<file path="config.mk">
export PLATFORM = sky130hd
export DESIGN_NAME = alu_acc_flat
export DESIGN_NICKNAME = d
export VERILOG_FILES = /design/src/rtl/alu_pkg.sv /design/src/rtl/alu_acc_if.sv /design/src/rtl/alu_mul_seq.sv /design/src/rtl/alu_acc.sv /design/src/flat_wrapper.sv
export SDC_FILE = /design/constraint.sdc
export NUM_CORES = 1
export LEC_CHECK = 0
export CAP_MARGIN = 20
export CORE_ASPECT_RATIO = 1.1
export CORE_MARGIN = 8
export CORE_UTILIZATION = 23
export DETAILED_ROUTE_END_ITERATION = 7
export HOLD_SLACK_MARGIN = 0.15
export SETUP_SLACK_MARGIN = 0.1
export SLEW_MARGIN = 20
export SYNTH_ARGS = -nofsm -noshare
export SYNTH_HDL_FRONTEND = slang
export SYNTH_SLANG_ARGS = --single-unit
</file>
<file path="constraint.sdc">
create_clock -name clk -period 3.3 [get_ports clk]
set_clock_uncertainty 0.1 [all_clocks]
set_input_delay 0.66 -clock clk [delete_from_list [all_inputs] [get_ports clk]]
set_output_delay 0.66 -clock clk [all_outputs]
set_load 0.1 [all_outputs]
</file>
<file path="src/rtl/alu_pkg.sv">
`default_nettype none
// ============================================================================
// Module   : alu_pkg
// Purpose  : Shared opcode and state encodings for the accumulator ALU.
// Contents : alu_op_e    - 4-bit operation select
//            alu_state_e - control FSM states (IDLE, MUL, DONE)
// Revision : 1.0 - initial release
// ============================================================================
package alu_pkg;

    localparam int OPCODE_W = 4;

    typedef enum logic [OPCODE_W-1:0] {
        OP_PASSACC = 4'd0,
        OP_ADD     = 4'd1,
        OP_SUB     = 4'd2,
        OP_AND     = 4'd3,
        OP_OR      = 4'd4,
        OP_XOR     = 4'd5,
        OP_LOAD    = 4'd6,
        OP_SHL     = 4'd7,
        OP_SHR     = 4'd8,
        OP_MUL     = 4'd9
    } alu_op_e;

    typedef enum logic [1:0] {
        S_IDLE = 2'd0,
        S_MUL  = 2'd1,
        S_DONE = 2'd2
    } alu_state_e;

endpackage
`default_nettype wire

</file>
<file path="src/rtl/alu_acc_if.sv">
`default_nettype none
// ============================================================================
// Module   : alu_acc_if
// Purpose  : Operation/result handshake bundle for alu_acc.
// Ports    : in_valid/in_ready/opcode/data   - operation request channel
//            out_valid/out_ready/alu_out     - result channel
//            zero/carry/neg                  - result flags
// Modports : master (request producer / result consumer), slave (alu_acc)
// Revision : 1.0 - initial release
// ============================================================================
interface alu_acc_if #(
    parameter int WIDTH = 8
);
    logic             in_valid;
    logic             in_ready;
    logic [3:0]       opcode;
    logic [WIDTH-1:0] data;
    logic             out_valid;
    logic             out_ready;
    logic [WIDTH-1:0] alu_out;
    logic             zero;
    logic             carry;
    logic             neg;

    modport master (
        output in_valid, opcode, data, out_ready,
        input  in_ready, out_valid, alu_out, zero, carry, neg
    );

    modport slave (
        input  in_valid, opcode, data, out_ready,
        output in_ready, out_valid, alu_out, zero, carry, neg
    );
endinterface
`default_nettype wire

</file>
<file path="src/rtl/alu_mul_seq.sv">
`default_nettype none
// ============================================================================
// Module   : alu_mul_seq
// Purpose  : Iterative shift-add unsigned multiplier, one multiplier bit per
//            cycle, WIDTH cycles per product.
// Ports    : clk, rst       - clock, synchronous active-high reset
//            start_i        - load operands and process bit 0 this cycle
//            a_i, b_i       - multiplicand, multiplier
//            done_o         - product_o is complete (high for one cycle)
//            product_o      - full 2*WIDTH-bit product
// Revision : 1.0 - initial release
// ============================================================================
module alu_mul_seq #(
    parameter int WIDTH = 8
) (
    input  wire logic                 clk,
    input  wire logic                 rst,
    input  wire logic                 start_i,
    input  wire logic [WIDTH-1:0]     a_i,
    input  wire logic [WIDTH-1:0]     b_i,
    output logic                      done_o,
    output logic [2*WIDTH-1:0]        product_o
);
    localparam int CNT_W = $clog2(WIDTH) + 1;

    logic [2*WIDTH-1:0] prod_q;
    logic [2*WIDTH-1:0] mcand_q;
    logic [WIDTH-1:0]   mplier_q;
    logic [CNT_W-1:0]   cnt_q;
    logic               busy_q;

    // Bit 0 is folded into the start cycle so the remaining WIDTH-1 bits
    // finish exactly WIDTH cycles after start; done then lines up with the
    // controller's final MUL cycle.
    always_ff @(posedge clk) begin
        if (rst) begin
            prod_q   <= '0;
            mcand_q  <= '0;
            mplier_q <= '0;
            cnt_q    <= '0;
            busy_q   <= 1'b0;
        end else if (start_i) begin
            prod_q   <= b_i[0] ? {{WIDTH{1'b0}}, a_i} : '0;
            mcand_q  <= {{WIDTH{1'b0}}, a_i} << 1;
            mplier_q <= b_i >> 1;
            cnt_q    <= CNT_W'(WIDTH - 1);
            busy_q   <= 1'b1;
        end else if (busy_q) begin
            if (cnt_q != '0) begin
                prod_q   <= prod_q + (mplier_q[0] ? mcand_q : '0);
                mcand_q  <= mcand_q << 1;
                mplier_q <= mplier_q >> 1;
                cnt_q    <= cnt_q - CNT_W'(1);
            end else begin
                busy_q   <= 1'b0;
            end
        end
    end

    assign done_o    = busy_q && (cnt_q == '0);
    assign product_o = prod_q;

endmodule
`default_nettype wire

</file>
<file path="src/rtl/alu_acc.sv">
`default_nettype none
// ============================================================================
// Module   : alu_acc
// Purpose  : Accumulator ALU with valid/ready handshakes. Operand A is the
//            internal accumulator, operand B is bus.data. Single-cycle ops
//            complete with latency 1; MUL (MUL_EN=1) runs iteratively.
// Ports    : clk  - rising-edge clock
//            rst  - synchronous active-high reset
//            bus  - alu_acc_if.slave (request, result and flags)
// Revision : 1.0 - initial release
// ============================================================================
module alu_acc
    import alu_pkg::*;
#(
    parameter int WIDTH  = 8,
    parameter int MUL_EN = 1
) (
    input  wire logic  clk,
    input  wire logic  rst,
    alu_acc_if.slave   bus
);
    alu_state_e         state_q, state_d;
    logic [WIDTH-1:0]   acc_q, acc_d;
    logic               zero_q, zero_d;
    logic               carry_q, carry_d;
    logic               neg_q, neg_d;

    logic               accept;
    logic               is_mul;
    logic [WIDTH:0]     sum;
    logic [WIDTH-1:0]   alu_res;
    logic               alu_cy;
    logic               mul_start;
    logic               mul_done;
    logic [2*WIDTH-1:0] mul_prod;

    assign accept = bus.in_valid && bus.in_ready;
    assign is_mul = (MUL_EN != 0) && (bus.opcode == OP_MUL);
    assign sum    = {1'b0, acc_q} + {1'b0, bus.data};

    // Single-cycle datapath; MUL with MUL_EN=0 and opcodes 10-15 fall to
    // the default and pass the accumulator through with carry cleared.
    always_comb begin
        alu_res = acc_q;
        alu_cy  = 1'b0;
        case (bus.opcode)
            OP_ADD:  begin alu_res = sum[WIDTH-1:0];            alu_cy = sum[WIDTH];            end
            OP_SUB:  begin alu_res = acc_q - bus.data;          alu_cy = (acc_q < bus.data);    end
            OP_AND:  alu_res = acc_q & bus.data;
            OP_OR:   alu_res = acc_q | bus.data;
            OP_XOR:  alu_res = acc_q ^ bus.data;
            OP_LOAD: alu_res = bus.data;
            OP_SHL:  begin alu_res = {acc_q[WIDTH-2:0], 1'b0};  alu_cy = acc_q[WIDTH-1];        end
            OP_SHR:  begin alu_res = {1'b0, acc_q[WIDTH-1:1]};  alu_cy = acc_q[0];              end
            default: ;
        endcase
    end

    generate
        if (MUL_EN != 0) begin : g_mul
            alu_mul_seq #(.WIDTH(WIDTH)) u_mul (
                .clk       (clk),
                .rst       (rst),
                .start_i   (mul_start),
                .a_i       (acc_q),
                .b_i       (bus.data),
                .done_o    (mul_done),
                .product_o (mul_prod)
            );
        end else begin : g_no_mul
            assign mul_done = 1'b0;
            assign mul_prod = '0;
        end
    endgenerate

    // Accumulator and flags only change on the edge that enters DONE, so
    // they stay frozen while a result waits for out_ready.
    always_comb begin
        state_d   = state_q;
        acc_d     = acc_q;
        zero_d    = zero_q;
        carry_d   = carry_q;
        neg_d     = neg_q;
        mul_start = 1'b0;
        case (state_q)
            S_IDLE, S_DONE: begin
                if (accept) begin
                    if (is_mul) begin
                        mul_start = 1'b1;
                        state_d   = S_MUL;
                    end else begin
                        acc_d   = alu_res;
                        carry_d = alu_cy;
                        zero_d  = (alu_res == '0);
                        neg_d   = alu_res[WIDTH-1];
                        state_d = S_DONE;
                    end
                end else if (state_q == S_DONE && bus.out_ready) begin
                    state_d = S_IDLE;
                end
            end
            S_MUL: begin
                if (mul_done) begin
                    acc_d   = mul_prod[WIDTH-1:0];
                    carry_d = |mul_prod[2*WIDTH-1:WIDTH];
                    zero_d  = (mul_prod[WIDTH-1:0] == '0);
                    neg_d   = mul_prod[WIDTH-1];
                    state_d = S_DONE;
                end
            end
            default: state_d = S_IDLE;
        endcase
    end

    always_ff @(posedge clk) begin
        if (rst) begin
            state_q <= S_IDLE;
            acc_q   <= '0;
            zero_q  <= 1'b1;
            carry_q <= 1'b0;
            neg_q   <= 1'b0;
        end else begin
            state_q <= state_d;
            acc_q   <= acc_d;
            zero_q  <= zero_d;
            carry_q <= carry_d;
            neg_q   <= neg_d;
        end
    end

    assign bus.in_ready  = (state_q == S_IDLE) || (state_q == S_DONE && bus.out_ready);
    assign bus.out_valid = (state_q == S_DONE);
    assign bus.alu_out   = acc_q;
    assign bus.zero      = zero_q;
    assign bus.carry     = carry_q;
    assign bus.neg       = neg_q;

endmodule
`default_nettype wire

</file>
<file path="src/flat_wrapper.sv">
// flat-port wrapper written by rule: the top's interface ports become plain ports
module alu_acc_flat import alu_pkg::*;
#(
    parameter int WIDTH  = 8,
    parameter int MUL_EN = 1
)
  (clk, rst, bus_in_valid, bus_opcode, bus_data, bus_out_ready, bus_in_ready, bus_out_valid, bus_alu_out, bus_zero, bus_carry, bus_neg);
  alu_acc_if #(.WIDTH(WIDTH)) bus_i ();
  input  wire logic clk;
  input  wire logic rst;
  input wire logic [$bits(bus_i.in_valid)-1:0] bus_in_valid;
  input wire logic [$bits(bus_i.opcode)-1:0] bus_opcode;
  input wire logic [$bits(bus_i.data)-1:0] bus_data;
  input wire logic [$bits(bus_i.out_ready)-1:0] bus_out_ready;
  output wire logic [$bits(bus_i.in_ready)-1:0] bus_in_ready;
  output wire logic [$bits(bus_i.out_valid)-1:0] bus_out_valid;
  output wire logic [$bits(bus_i.alu_out)-1:0] bus_alu_out;
  output wire logic [$bits(bus_i.zero)-1:0] bus_zero;
  output wire logic [$bits(bus_i.carry)-1:0] bus_carry;
  output wire logic [$bits(bus_i.neg)-1:0] bus_neg;
  assign bus_i.in_valid = bus_in_valid;
  assign bus_i.opcode = bus_opcode;
  assign bus_i.data = bus_data;
  assign bus_i.out_ready = bus_out_ready;
  assign bus_in_ready = bus_i.in_ready;
  assign bus_out_valid = bus_i.out_valid;
  assign bus_alu_out = bus_i.alu_out;
  assign bus_zero = bus_i.zero;
  assign bus_carry = bus_i.carry;
  assign bus_neg = bus_i.neg;
  alu_acc #(.WIDTH(WIDTH), .MUL_EN(MUL_EN)) u_core (.clk(clk), .rst(rst), .bus(bus_i));
endmodule
</file>
==> impl_metrics.yaml, run 1 <==
status:
  status: "finished, final reports clean"
cells_and_area:
  fill_cells: 2166
  layout-drive-gt1-share: 0.127
  multi_input_area_sq_mm: 0.00320
  register_area_sq_mm: 0.00110
  stdcell_count: 890
  final_area_sq_mm: 0.00550
  layout.nets: 698
  areaGrowthSynthToFinish_pct: 19.2
  diodes: 0
global_route:
  grt.total_usage: 0.108
  grt_antenna_before_repair: 0
  grt_pass1_vias: 4336
  grt_max_degree: 41
  grt_pass1_wl_um: 22000
  grt-ovfl-total: 0
die:
  design.core.area_sq_mm: 0.0197
  dieArea_sq_mm: 0.0248
  num_io_pins: 29
  start_util: 0.234
  std_cell_rows: 54
  die_w_um: 151
  die_y_um: 165
synth:
  synth_cells: 605
  synth_area_leaders: "dfxtp_1 (24%), ha_1 (11%), nand2_1 (7.8%), a21oi_1 (5.9%), nor2_1 (4.0%)"
  synthTopCellsByCount: "nand2_1 (96), dfxtp_1 (55), a21oi_1 (54)"
  netlist.area_leader.share: 0.239
  syn_nets: 665
  synth_edf_count: 0
  async_reset_ff_frac: 0
  ys_ff_latch: 55
  synth_top_cell_by_area: "dfxtp_1"
  synthMostInstantiatedCell: "nand2_1"
  yosys.cell_types.count: 71
  avgSynthCellArea_sq_um: 7.62
  synth_ff_type: "dfxtp_1"
  synth-seq-area-share: 0.239
  syn_area_sq_mm: 0.00461
  ys_warn_count: 0
worst_setup_path:
  worst-setup-path-type: "in2reg"
  arrival_ps: 3110
  crit_fanout: 4
  crit_path_end_kind: "flop"
  cp_data_required_time_ps: 3390
  start_kind: "primary input"
sta:
  whs_ps: 369
  grt_setup_unrepaired: "false"
  worstMarginPinSlew_ps: 696
  fin_crit_ps: 3020
  fin_crit_sh: 0.916
  drv_slew: 0
  fmax_mhz: 331
  hold_viol: 0
  setup_ws_ps: 278
  maxSlewHeadroom: 0.536
  tns_ps: 0
  setup_violations: 0
clock_network:
  cts_resized: 0
  cts_buffer_depth: 2
  cts_root_buf: "clkbuf_16"
  holdBufCountCts: 0
  cts_max_level: 2
  cts_made_buffers: 5
  clk_pin_slew_ps: 70
  clock_sinks: 55
  post_cts_buffers: 0
  cts_tree: "built"
  clk-insertion-delay-late_ps: 290
power:
  p_per_area_mw_per_mm2: 334
  leakage_uw: 0.00223
  ir_worst_vdd_v: 0.000173
run:
  maxCapViolCount: 0
placement:
  io_buffers: 28
  gp_congestion: 0.911
  dp_slack_ps: 21.5
  place_hpwl_um: 10100
  placed_cell_area_sq_mm: 0.00534
  placedCellCount: 883
detailed_routing:
  antenna_left: 0
  viasPerCell: 4.91
  drc: 0
  drtPass1Iterations: 4
  wl_per_cell_um: 15.0
  drt_iter0_drc: 215
  via_count: 4371
  finalWirelength_um: 13400
min_path:
  min_path_type: "reg2reg"
path summary, 6_finish.rpt:
check                                                    start                        endpoint  slack (ps)  cells after the start
worst max-delay path                               bus_data[0]                 u_core.bus.zero         280                     11
worst min-delay path            u_core.g_mul.u_mul.mcand_q[15]  u_core.g_mul.u_mul.mcand_q[15]         370                      2
worst max register to register           u_core.bus.alu_out[0]                 u_core.bus.zero         490                     11
worst min register to register  u_core.g_mul.u_mul.mcand_q[15]  u_core.g_mul.u_mul.mcand_q[15]         370                      2
logic make-up after synthesis:
logic type	count (synthesis)	share of synthesized area
AO/OA/AOI/OAI	183	0.282
XOR/XNOR	22	0.0458
adder cells (fa/ha/maj)	44	0.124
buffers and inverters	73	0.0686
flip-flops	55	0.239
multiplexers	10	0.0220
AND/OR/NAND/NOR	218	0.219
metrics by stage:
| stage | util | power [uW] |
|---|---|---|
| finish | 0.279 | 1840 |
| global route | 0.279 | 1920 |
| detailed placement | 0.270 | 1250 |
| global placement | 0.270 | 1250 |
| CTS | 0.279 | 1850 |
| floorplan | - | 1090 |
per-layer routing:
layer  vias up  track usage  wire length [um]
met4         0       0.0230               121
li1       2215            -                 -
met2        90        0.188              6510
met1      2056        0.137              6120
met5         -            0                 0
met3        10       0.0143               605
cell type report:
type	instances	area share
well taps	252	0.0573
multi-input cells	477	0.582
inverters	30	0.0205
clock inverters	2	0.00683
flip-flops and latches	55	0.200
clock buffers	5	0.0228
repair buffers	69	0.110
placed cells by master, fill, tap and decap left out, types with 3 or more instances in the layout:
cell / Yosys / final
a221oi_2: 3 / 3
ha_1: 41 / 41
o22ai_1: 4 / 4
inv_1: 29 / 29
nand2b_1: 5 / 5
clkdlybuf4s50_1: 0 / 15
xor2_1: 10 / 10
nor2_1: 49 / 49
a311oi_1: 14 / 14
nor4_1: 5 / 5
a31oi_1: 9 / 9
buf_12: 0 / 4
a211oi_1: 7 / 7
o21ai_0: 19 / 19
nor2b_1: 7 / 6
o31ai_1: 3 / 3
o211a_1: 3 / 3
nor3_1: 10 / 10
fa_1: 3 / 3
a32oi_1: 3 / 3
and2_1: 16 / 16
o221ai_1: 7 / 7
a21o_1: 8 / 8
dfxtp_1: 55 / 54
buf_4: 3 / 50
nand2_1: 96 / 96
mux2i_1: 9 / 9
o31a_1: 3 / 3
a21oi_1: 54 / 53
a221oi_1: 5 / 5
xnor2_1: 11 / 11
nand3_1: 11 / 11
clkbuf_16: 0 / 5
o21bai_1: 6 / 6
a2bb2oi_1: 4 / 4
o211ai_1: 7 / 7
registers in the layout (all words and copies together), names as in the netlist:
signal and cells:
u_core.g_mul.u_mul.cnt_q 4, u_core.state_q 2, u_core.g_mul.u_mul.busy_q 1, u_core.bus.zero 1, u_core.g_mul.u_mul.mcand_q 15, u_core.g_mul.u_mul.product_o 16
u_core.bus.alu_out 8, u_core.bus.carry 1, u_core.g_mul.u_mul.mplier_q 7
critical path: stages:
cell and delay, ps:
clkdlybuf4s50_1 480, ha_1 240, fa_1 410, o21bai_1 190, a21oi_1 120, o31a_1 290, o221ai_1 170, nand2_1 70
a31oi_1 180, nor2_1 80, a31o_1 210
power breakdown:
group	total (uW)	leakage, uW	switching, uW	internal, uW
combinational	526	0.00171	329	197
sequential	716	0.000446	35.2	681
clock	596	0.0000759	242	354
total	1840	0.00223	606	1230
Power figures use the tool's default switching activity.
==> run 2, diff against run 1 <==
CTS_CLUSTER_DIAMETER = 60   (was default)
==> results of run 2 <==
The final DEF is identical to that of run 1; final timing and power are the same.
==> run 3, diff against run 2 <==
GPL_ROUTABILITY_DRIVEN = 0   (was default)
==> results of run 3 <==
The final DEF is identical to that of run 1; final timing and power are the same.
